===== src/rtl/gin_mcast_bus_buffered.sv =====
// GIN multicast bus with a one-entry holding stage and per-slave delivery tracking.
// Ports: clk/rst, master stream (tag/master_valid/master_data/master_ready),
//        per-slave slave_valid/slave_ready with shared slave_data,
//        ID scan chain (set_id/ID_scan_in/ID_scan_out), busy and drop status.
module gin_mcast_bus_buffered #(
    parameter int NUMS_SLAVE = 4,
    parameter int ID_SIZE    = 4,
    parameter int DATA_SIZE  = 16,
    parameter bit BCAST_EN   = 1'b1
) (
    input  logic                  clk,
    input  logic                  rst,
    input  logic [ID_SIZE-1:0]    tag,
    input  logic                  master_valid,
    input  logic [DATA_SIZE-1:0]  master_data,
    output logic                  master_ready,
    input  logic [NUMS_SLAVE-1:0] slave_ready,
    output logic [NUMS_SLAVE-1:0] slave_valid,
    output logic [DATA_SIZE-1:0]  slave_data,
    input  logic                  set_id,
    input  logic [ID_SIZE-1:0]    ID_scan_in,
    output logic [ID_SIZE-1:0]    ID_scan_out,
    output logic                  busy,
    output logic                  drop
);

    typedef enum logic {
        IDLE,
        DELIVER
    } state_t;

    state_t state;
    state_t state_nxt;

    logic [ID_SIZE-1:0]    ids [NUMS_SLAVE];
    logic [NUMS_SLAVE-1:0] match;
    logic [NUMS_SLAVE-1:0] pending;
    logic [NUMS_SLAVE-1:0] done;
    logic                  bcast;
    logic                  hit;
    logic                  last;
    logic                  accept;

    // Tag decode against the scanned-in slave IDs.
    always_comb begin
        bcast = BCAST_EN && (tag == {ID_SIZE{1'b1}});
        for (int i = 0; i < NUMS_SLAVE; i++) begin
            match[i] = (ids[i] == tag) || bcast;
        end
    end

    // The held beat retires when every still-pending slave handshakes now.
    assign done    = pending & slave_ready;
    assign last    = ~|(pending & ~done);
    assign hit     = |match;
    assign accept  = master_valid && master_ready;

    assign master_ready = !rst && !set_id &&
                          ((state == IDLE) || ((state == DELIVER) && last));

    assign ID_scan_out = ids[NUMS_SLAVE-1];

    // ID scan chain, shifting regardless of delivery state.
    always_ff @(posedge clk) begin
        if (rst) begin
            for (int i = 0; i < NUMS_SLAVE; i++) begin
                ids[i] <= '0;
            end
        end else if (set_id) begin
            ids[0] <= ID_scan_in;
            for (int i = 1; i < NUMS_SLAVE; i++) begin
                ids[i] <= ids[i-1];
            end
        end
    end

    // State register.
    always_ff @(posedge clk) begin
        if (rst) begin
            state <= IDLE;
        end else begin
            state <= state_nxt;
        end
    end

    // Next-state logic.
    always_comb begin
        state_nxt = state;
        unique case (state)
            IDLE: begin
                if (accept && hit) begin
                    state_nxt = DELIVER;
                end
            end
            DELIVER: begin
                if (last) begin
                    state_nxt = (accept && hit) ? DELIVER : IDLE;
                end
            end
            default: state_nxt = IDLE;
        endcase
    end

    // Holding stage. An accept only happens when the held beat is retiring,
    // so loading the new mask never loses an outstanding delivery; with no
    // accept, pending & ~done is already zero once the beat is last.
    always_ff @(posedge clk) begin
        if (rst) begin
            pending    <= '0;
            slave_data <= '0;
            drop       <= 1'b0;
        end else begin
            drop <= accept && !hit;
            if (accept) begin
                pending <= match;
            end else begin
                pending <= pending & ~done;
            end
            if (accept && hit) begin
                slave_data <= master_data;
            end
        end
    end

    // Outputs.
    always_comb begin
        slave_valid = pending;
        busy        = (state == DELIVER);
    end

endmodule


===== config.mk =====
export PLATFORM = sky130hd
export DESIGN_NAME = gin_mcast_bus_buffered
export DESIGN_NICKNAME = d
export VERILOG_FILES = /design/src/rtl/gin_mcast_bus_buffered.sv
export SDC_FILE = /design/constraint.sdc
export NUM_CORES = 1
export LEC_CHECK = 0
export CORE_ASPECT_RATIO = 0.9
export CORE_MARGIN = 8
export CORE_UTILIZATION = 30
export DETAILED_ROUTE_END_ITERATION = 10
export PLACE_DENSITY = 0.6
export SYNTH_ARGS = -nofsm -noshare
export SYNTH_HDL_FRONTEND = slang
export SYNTH_SLANG_ARGS = --single-unit

===== constraint.sdc =====
create_clock -name clk -period 2.79 [get_ports clk]
set_input_delay 0.279 -clock clk [delete_from_list [all_inputs] [get_ports clk]]
set_output_delay 0.279 -clock clk [all_outputs]
set_load 0.02 [all_outputs]

==> results.cfg <==
[synth]
synth-seq-area-share_pct = 51.43
syn_inst = 165
ys_seq_elements = 38
ys_warn_count = 0
netlist.area_leader.share_pct = 26.83
synth_top_cell_by_area = edfxtp_1
synth_area_um2 = 1790
syn_nets = 197
synthTopCellsByArea = edfxtp_1 (27%), dfxtp_1 (25%), and2_1 (5.9%), xnor2_1 (5.9%), a21oi_1 (4.8%)
avgSynthCellArea_um2 = 10.85
yosysUniqueCellTypes = 30

[cts]
cts.clk_slew.worst_paths_ns = 0.07
clk_latency_ns = 0.28
htreeDepth = 2
clkSinkCount = 38
cts_root_buffer = clkbuf_8
cts_made_buffers = 5
clk_path_buf_depth = 2
ctsResizeCount = 0
ctsHoldBuffers = 0
postCtsSetupBuffers = 0
cts_tree = done

[finish]
drive_gt1_share_pct = 7.339
area_growth_pct = 35.43
final_nets = 249
final_area_um2 = 2425
final_util_pct = 42.35
diodes = 0

[global_route]
grt_pass1_wl_mm = 7.024
grt_use_total_pct = 10.08
overflow = 0
grt_max_degree = 23
antenna_found_initial = 0
grt_pass1_vias = 1411

[pwr]
power_w = 0.001205
p_leak_nw = 0.8365
peakVddDrop_mv = 0.2038
power_density_nw_per_um2 = 496.9

[worst_setup_path]
worstPathArrival_ns = 2.07
end_kind = output pin
worst-setup-path-type = primary input to output pin
cp.required_ns = 2.51
cp-start-kind = primary input
worst-path-max-fanout = 4

[timing]
slew_headroom_pct = 58.82
fin_tns_setup_ns = 0
rsz0062_at_grt = false
period_share_pct = 84.05
finalSetupViolations = 0
min_period_ns = 2.345
finClkSkew_ns = 0.007618
fmax_mhz = 426.4
maxSlewViolCount = 0
hold_violations = 0
layout_setup_ws_ns = 0.4450
worst_pin_slew_ns = 0.6170

[routing]
drtAntennaViolNets = 0
wl_per_cell_um = 15.13
route.detailed.drc = 0
routed_wl_mm = 4.357
drtIter0Drc = 74
dr.pass1.iters = 4
vias = 1362
via_per_inst = 4.729

[flow_run]
cap_violations = 0

[placement]
pre_cts_ws_ns = 0.4501
dp_hpwl_mm = 3.203
globalplace.congestion = 0.6569
port_buffers = 58
place_area_um2 = 2333

[status]
outcome = finished, final reports clean

[hold_path]
hold_class = flip-flop to flip-flop

[floorplan]
initial_core_util_pct = 31.27
coreArea_um2 = 5725
boundaryPins = 59
rows = 26
die_h_um = 89.29
die_w_um = 97.44
fp.dieArea_um2 = 8700
==> synthesized netlist by cell type (all sizes together) <==
cell type and n:
nand4 4, clkbuf 3, dfxtp 22, nor2b 5, and2 17, buf 13
xor2 4, dlygate4sd3 1, nand3 17, edfxtp 16, nor3 1, and4 1
nand4b 1, and4b 1, a311oi 3, o41ai 2, xnor2 12, o21ai 16
inv 1, and3 1, a21oi 17, nor2 6, nand2 1
==> metal layers <==
layer  GRT usage [%]  vias to the layer above  wire length [um]
li1                -                      680                 -
met3           3.323                        5               228
met1           12.11                      644              2002
met4           4.945                        0                64
met2           16.05                       33              2061
met5               0                        -                 0
==> final cells by class <==
class	instances	area (um^2)
inverter	1	3.754
tap	70	87.58
clock buffer	7	86.33
fill	566	3301
sequential	38	920.9
clock inverter	1	5.005
multi-input combinational	109	710.7
timing repair buffer	62	610.6
==> critical path, cell delays in order <==
cell and delay, ns:
clkdlybuf4s50_1 0.46, nor2b_1 0.08, o41ai_4 0.45, and2_1 0.18, clkdlybuf4s50_1 0.62
==> flip-flops by register name (all words and copies together), names as in the netlist <==
signal       cells
ids             16
slave_data      16
slave_valid      4
busy             1
drop             1
==> per-stage QoR <==
step | instances | hold WS, ns
6_report | 288 | 0.4666
5_1_grt | 288 | 0.4986
4_1_cts | 288 | 0.4729
3_5_place_dp | 280 | 0.4618
3_3_place_gp | 280 | 0.4500
2_1_floorplan | 165 | 0.3511
==> cell families (layout without fill, tap and decap cells) <==
| group | after synthesis | count (layout) | synth area share (%) |
|---|---|---|---|
| compound gates | 38 | 38 | 13.35 |
| simple gates | 55 | 55 | 18.52 |
| xor+xnor | 16 | 16 | 7.826 |
| flops | 38 | 38 | 51.43 |
| buf+inv | 18 | 71 | 8.874 |
==> placed cells by master (no fill, tap or decap) <==
cell / n
edfxtp_1: 16
o41ai_2: 1
nand2_1: 1
dfxtp_1: 22
o41ai_4: 1
and4b_4: 1
buf_4: 4
nand3_1: 17
nand4b_4: 1
xor2_1: 4
nor3_1: 1
o21ai_2: 1
a21oi_1: 17
nand4_1: 4
nor2b_1: 5
o21ai_1: 9
o21ai_0: 6
xnor2_1: 12
clkbuf_8: 6
and2_1: 17
inv_1: 1
and4_1: 1
a311oi_1: 3
clkinv_2: 1
clkdlybuf4s50_1: 58
and3_1: 1
clkbuf_1: 1
nor2_1: 6
==> path summary, 6_finish.rpt <==
check                                       to  slack (ns)      startpoint  cells after the start
worst min-delay path             slave_data[8]        0.47   slave_data[8]                      2
worst max register to register  slave_data[13]        0.92  slave_valid[0]                      6
worst min register to register   slave_data[8]        0.47   slave_data[8]                      2
worst max-delay path              master_ready        0.45  slave_ready[0]                      5
==> power by group <==
group / switching (W) / total (W) / internal [W]
clock: 0.000179 / 0.000379 / 0.000199
sequential: 0.0000134 / 0.000618 / 0.000605
combinational: 0.000107 / 0.000208 / 0.000101
No activity file was read; power rests on OpenSTA's default activity.
